**config.mk**
```make
export PLATFORM = sky130hd
export DESIGN_NAME = in_service_control_8259a
export DESIGN_NICKNAME = d
export VERILOG_FILES = /design/src/rtl/in_service_control_8259a.sv
export SDC_FILE = /design/constraint.sdc
export NUM_CORES = 1
export LEC_CHECK = 0
export CELL_PAD_IN_SITES_DETAIL_PLACEMENT = 0
export CELL_PAD_IN_SITES_GLOBAL_PLACEMENT = 1
export CORE_MARGIN = 2
export CORE_UTILIZATION = 41
export CTS_CLUSTER_DIAMETER = 60
export CTS_CLUSTER_SIZE = 8
export DETAILED_ROUTE_END_ITERATION = 16
export HOLD_SLACK_MARGIN = 0.05
export PLACE_DENSITY = 0.91
export SETUP_SLACK_MARGIN = 0.1
export SLEW_MARGIN = 20
export SYNTH_ARGS = -nofsm -noshare
export SYNTH_HDL_FRONTEND = slang
export SYNTH_SLANG_ARGS = --single-unit
```
**constraint.sdc**
```tcl
create_clock -name clk -period 4.59 [get_ports clk]
set_clock_uncertainty 0.05 [all_clocks]
set_input_delay 0.6885 -clock clk [delete_from_list [all_inputs] [get_ports clk]]
set_output_delay 0.6885 -clock clk [all_outputs]
set_load 0.05 [all_outputs]
```
**src/rtl/in_service_control_8259a.sv**
```systemverilog
// in_service_control_8259a
// Acknowledge-side sequencer and in-service register owner for the 8259A core.
// It follows the INTA# pulse train (2 pulses for 8086, 3 for 8080), sets the
// in-service bit and clears the matching request on the first pulse, and
// handles EOI, rotation and set-priority commands.
// Optional feature macro: IN_SERVICE_AUTO_EOI_EN enables automatic EOI
// (auto_eoi_config / rotate_on_aeoi); when undefined both inputs are ignored.
module in_service_control_8259a (
    input  logic       clk,
    input  logic       reset,
    input  logic [7:0] interrupt,
    input  logic       interrupt_acknowledge_n,
    input  logic       mode_8086,
    input  logic       auto_eoi_config,
    input  logic       rotate_on_aeoi,
    input  logic       eoi_command,
    input  logic       eoi_specific,
    input  logic       eoi_rotate,
    input  logic [2:0] eoi_level,
    input  logic       set_priority_command,
    output logic [7:0] in_service_register,
    output logic [7:0] highest_level_in_service,
    output logic [2:0] priority_rotate,
    output logic [7:0] clear_interrupt_request,
    output logic [2:0] ack_level,
    output logic [1:0] ack_byte_index,
    output logic       end_of_acknowledge
);

    typedef enum logic [2:0] {
        IDLE   = 3'd0,
        PULSE1 = 3'd1,
        GAP1   = 3'd2,
        PULSE2 = 3'd3,
        GAP2   = 3'd4,
        PULSE3 = 3'd5
    } state_t;

    state_t     state_q;
    state_t     state_d;
    logic       inta_q;
    logic       fall_event;
    logic       rise_event;
    logic       spurious_q;
    logic       spurious_d;
    logic [2:0] ack_level_d;
    logic [2:0] rotate_d;
    logic [7:0] isr_set;
    logic [7:0] isr_clr;
    logic [7:0] isr_d;
    logic [7:0] clear_d;
    logic       eoa_d;
    logic       end_sequence;
    logic [2:0] irq_level;
    logic [2:0] highest_level;
    logic       highest_found;

`ifndef IN_SERVICE_AUTO_EOI_EN
    logic unused_aeoi_inputs;
    assign unused_aeoi_inputs = auto_eoi_config ^ rotate_on_aeoi;
`endif

    assign fall_event = inta_q & ~interrupt_acknowledge_n;
    assign rise_event = ~inta_q & interrupt_acknowledge_n;

    // Encode the one-hot resolved interrupt into a level number.
    always_comb begin
        irq_level = 3'd0;
        for (int i = 0; i < 8; i++) begin
            if (interrupt[i]) irq_level = 3'(i);
        end
    end

    // Scan the ISR from highest to lowest priority under the current rotation.
    always_comb begin
        logic [2:0] idx;
        highest_found            = 1'b0;
        highest_level            = 3'd0;
        highest_level_in_service = 8'h00;
        idx                      = 3'd0;
        for (int k = 1; k <= 8; k++) begin
            idx = priority_rotate + 3'(k);
            if (!highest_found && in_service_register[idx]) begin
                highest_found                 = 1'b1;
                highest_level                 = idx;
                highest_level_in_service[idx] = 1'b1;
            end
        end
    end

    // Pulse number reported to the data-bus side, derived from the state.
    always_comb begin
        case (state_q)
            PULSE1, GAP1: ack_byte_index = 2'd1;
            PULSE2, GAP2: ack_byte_index = 2'd2;
            PULSE3:       ack_byte_index = 2'd3;
            default:      ack_byte_index = 2'd0;
        endcase
    end

    // Next-state logic plus all ISR, rotation and pulse updates for this cycle.
    always_comb begin
        state_d      = state_q;
        spurious_d   = spurious_q;
        ack_level_d  = ack_level;
        rotate_d     = priority_rotate;
        isr_set      = 8'h00;
        isr_clr      = 8'h00;
        clear_d      = 8'h00;
        eoa_d        = 1'b0;
        end_sequence = 1'b0;

        case (state_q)
            IDLE: begin
                if (fall_event) begin
                    state_d = PULSE1;
                    if (interrupt != 8'h00) begin
                        ack_level_d = irq_level;
                        spurious_d  = 1'b0;
                        isr_set     = 8'h01 << irq_level;
                        clear_d     = 8'h01 << irq_level;
                    end else begin
                        ack_level_d = 3'd7;
                        spurious_d  = 1'b1;
                    end
                end
            end
            PULSE1: if (rise_event) state_d = GAP1;
            GAP1:   if (fall_event) state_d = PULSE2;
            PULSE2: begin
                if (rise_event) begin
                    if (mode_8086) begin
                        state_d      = IDLE;
                        end_sequence = 1'b1;
                    end else begin
                        state_d = GAP2;
                    end
                end
            end
            GAP2:   if (fall_event) state_d = PULSE3;
            PULSE3: begin
                if (rise_event) begin
                    state_d      = IDLE;
                    end_sequence = 1'b1;
                end
            end
            default: state_d = IDLE;
        endcase

        if (end_sequence) begin
            eoa_d = 1'b1;
`ifdef IN_SERVICE_AUTO_EOI_EN
            if (auto_eoi_config && !spurious_q) begin
                isr_clr[ack_level] = 1'b1;
                if (rotate_on_aeoi) rotate_d = ack_level;
            end
`endif
        end

        if (eoi_command) begin
            if (eoi_specific) begin
                isr_clr[eoi_level] = 1'b1;
                if (eoi_rotate) rotate_d = eoi_level;
            end else if (highest_found) begin
                isr_clr[highest_level] = 1'b1;
                if (eoi_rotate) rotate_d = highest_level;
            end
        end

        if (set_priority_command) rotate_d = eoi_level;

        isr_d = (in_service_register & ~isr_clr) | isr_set;
    end

    // State, INTA sample, ISR, rotation and one-cycle pulse registers.
    always_ff @(posedge clk or posedge reset) begin
        if (reset) begin
            state_q                 <= IDLE;
            inta_q                  <= 1'b1;
            spurious_q              <= 1'b0;
            in_service_register     <= 8'h00;
            priority_rotate         <= 3'b111;
            ack_level               <= 3'd7;
            clear_interrupt_request <= 8'h00;
            end_of_acknowledge      <= 1'b0;
        end else begin
            state_q                 <= state_d;
            inta_q                  <= interrupt_acknowledge_n;
            spurious_q              <= spurious_d;
            in_service_register     <= isr_d;
            priority_rotate         <= rotate_d;
            ack_level               <= ack_level_d;
            clear_interrupt_request <= clear_d;
            end_of_acknowledge      <= eoa_d;
        end
    end

endmodule
```
==> metrics.md <==
| Metric | Value |
|---|---|
| DP Wirelength | 6120 um |
| Vias per cell | 6.09 |
| Post-synth EDFFs | 0 |
| CTS clock-pin slew for the worst setup and hold paths | 90 ps |
| DRC | 0 |
| Worst Hold Class | flip-flop to flip-flop |
| Crit path cell chain | inv_2 -> ha_4 -> mux2_4 -> nand3b_1 -> and3_1 -> or3_4 -> or3_4 -> a311o_1 -> o21a_1 -> a31oi_4 -> buf_12 |
| Layout area overhead | 27.4% |
| Diodes inserted | 0 |
| Synth Instances | 332 |
| TritonCTS clock tree | yes |
| Slowest cell on crit path | dfstp_4 |
| DR iter-0 viols | 334 |
| Cell area after synthesis | 3090 um2 |
| Skew-Pair Late Insertion Delay | 270 ps |
| Largest net degree at the start of global routing | 32 |
| Hold Buf Count CTS | 0 |
| Required time of the critical path | 3850 ps |
| Vias in the first global route | 2,814 |
| Post-layout min period | 4400 ps |
| Final net count | 403 |
| Final setup fails | 0 |
| Share of layout cells above drive strength 1 | 25.3% |
| Family with the most delay on the worst path | simple AND/OR/NAND/NOR gates |
| Die X | 90.8 um |
| WP data arrival | 3670 ps |
| Max-slew violation count | 0 |
| Yosys reg bits | 27 |
| Worst slew pin tran | 647 ps |
| Clock sinks | 27 |
| Most used cell, CP | or3_4 |
| Via count | 2,889 |
| Critical path capture point type | output pin |
| Syn. warnings | 0 |
| Syn_area_per_cell | 9.31 um2 |
| Seq/Total Area, Yosys | 22.1% |
| Cts bufs inserted | 3 |
| 1st-pass router iterations | 5 |
| Final Cycle Share | 96.0% |
| Crit-path max FO | 10 |
| Final WL | 8190 um |
| Kind of critical path | flip-flop to output pin |
| Outcome | finished clean |
| Die span in y | 90.8 um |
| Most common cell after layout, fill and taps aside | clkdlybuf4s50_1 |
| IO Port Bufs | 51 |
| Synth unique cells | 80 |
| I/O Pins | 54 |
| Setup crit start kind | flip-flop |
| Rows | 31 |
| Avg WL per Cell | 17.3 um |
| Grt total ovfl | 0 |
| Gpl congestion | 0.866 |
| Core Area | 7290 um2 |
| Commonest cells after routing, fill and taps aside | 43 x clkdlybuf4s50_1, 30 x nor2_1, 30 x nand2_1 |
| Slowest stage delay, CP | 640 ps |
| Final hold violation count | 0 |
| Initial antenna violation count | 0 |
| Syn Nets | 359 |
| First-pass GRT wire length | 13,900 um |
| Total GRT Usage | 20.1% |
| H-tree lvl count | 1 |
| Starting Density | 42.4% |
| Root Driver | clkbuf_8 |
| Rel. slew slack | 56.7% |
| Total Die Area | 8250 um2 |
| Max-cap violations | 0 |
| Fmax | 0.227 GHz |
| RSZ-0062 raised after global routing | true |
| Setup tns final | 0 ps |
| Asr flop ratio synth | 100% |
| Ys flop type | dfrtp_1 |
| Clock tree buffer depth | 2 |
| Antenna Violating Nets Remaining | 0 |
| Crit path buffers/inverters | 2 |
logic make-up after synthesis:
logic type | after synthesis | synth area share [%]
adders and majority gates | 7 | 2.75
xor gates and xnor gates | 5 | 2.51
DFF | 27 | 22.1
and+or+nand+nor | 123 | 23.1
buffers and inverters | 39 | 5.83
AOI/OAI and AO/OA | 89 | 21.4
muxes | 42 | 22.2
cell usage after synthesis, types with 3 or more instances:
library cell / number / area [um2]
nand3_1: 8 / 40.0
dfstp_2: 7 / 184
o311ai_0: 3 / 26.3
o21a_1: 3 / 22.5
a21oi_1: 26 / 130
buf_1: 3 / 11.3
buf_6: 3 / 33.8
nor2_1: 30 / 113
clkbuf_1: 14 / 52.6
mux2_2: 6 / 67.6
nand4_1: 3 / 18.8
mux2i_1: 12 / 120
buf_2: 6 / 30.0
a211oi_1: 4 / 30.0
o21ai_0: 10 / 50.1
nand2_1: 30 / 113
inv_1: 10 / 37.5
nand3b_1: 4 / 30.0
nand2b_1: 7 / 43.8
mux4_2: 18 / 405
ha_1: 6 / 75.1
a31oi_1: 6 / 37.5
dfrtp_1: 20 / 500
and3_1: 5 / 31.3
mux2_4: 4 / 60.1
nor3_1: 6 / 30.0
nor2b_1: 5 / 31.3
a221o_1: 3 / 30.0
layer usage:
| layer | track usage [%] | vias up | wire (um) |
|---|---|---|---|
| met3 | 1.17 | 9 | 424 |
| met2 | 36.5 | 126 | 4210 |
| met4 | 3.79 | 0 | 73 |
| met5 | 0 | - | 0 |
| met1 | 26.6 | 1405 | 3490 |
| li1 | - | 1349 | - |
state kept, by name, indices dropped and copies added, names as in the netlist:
register and cells:
ack_level 3, clear_interrupt_request 8, end_of_acknowledge 1, in_service_register 8
inta_q 1, priority_rotate 3, state_q 3
timing repair:
| action | in CTS | in global routing |
|---|---|---|
| endpoints found under the setup margin | 8 | 8 |
| pin swaps | 0 | 1 |
| resized for setup | 4 | 4 |
| setup buffers | 0 | 4 |
area by class of cell:
| type | count | area, um2 |
|---|---|---|
| tap | 99 | 124 |
| fill | 673 | 3350 |
| clock inverter | 1 | 5.00 |
| multi-input combinational | 266 | 2320 |
| sequential | 27 | 688 |
| timing repair buffer | 66 | 711 |
| inverter | 12 | 45.0 |
| clock buffer | 3 | 41.3 |
metrics by stage:
| stage | worst slack (ps) | cells | hold slack [ps] | util [%] | area [um2] |
|---|---|---|---|---|---|
| final | 186 | 474 | 443 | 54.0 | 3940 |
| after global routing | 74.1 | 474 | 472 | 54.0 | 3940 |
| after CTS | 123 | 470 | 442 | 53.3 | 3890 |
| after detailed placement | 244 | 466 | 425 | 52.4 | 3820 |
| after global placement | 255 | 466 | 430 | 52.4 | 3820 |
| after floorplan | 109 | 332 | 405 | - | 3160 |
worst register-to-register path, cell delays in order (launching register included):
cell and delay (ps):
dfstp_4 640, inv_2 60, ha_4 300, inv_2 200
mux4_2 580, o221ai_4 200, buf_4 210, nand2_4 90
nand4b_1 220, or2_1 290, a31oi_4 240, mux2_1 360
path summary, 6_finish.rpt:
check	start	end	slack, ps	cells after the start
setup reg to reg	priority_rotate[0]	priority_rotate[1]	1090	11
setup / recovery	priority_rotate[0]	highest_level_in_service[6]	190	11
hold / removal	state_q[2]	state_q[1]	440	1
min in group asynchronous	reset	clear_interrupt_request[2]	730	2
hold reg to reg	state_q[2]	state_q[1]	440	1
max in group asynchronous	reset	priority_rotate[2]	3390	2
Power is left out: the tool's default activity adds up to more than one toggle a clock period on the data nets, which glitch-free logic cannot reach.
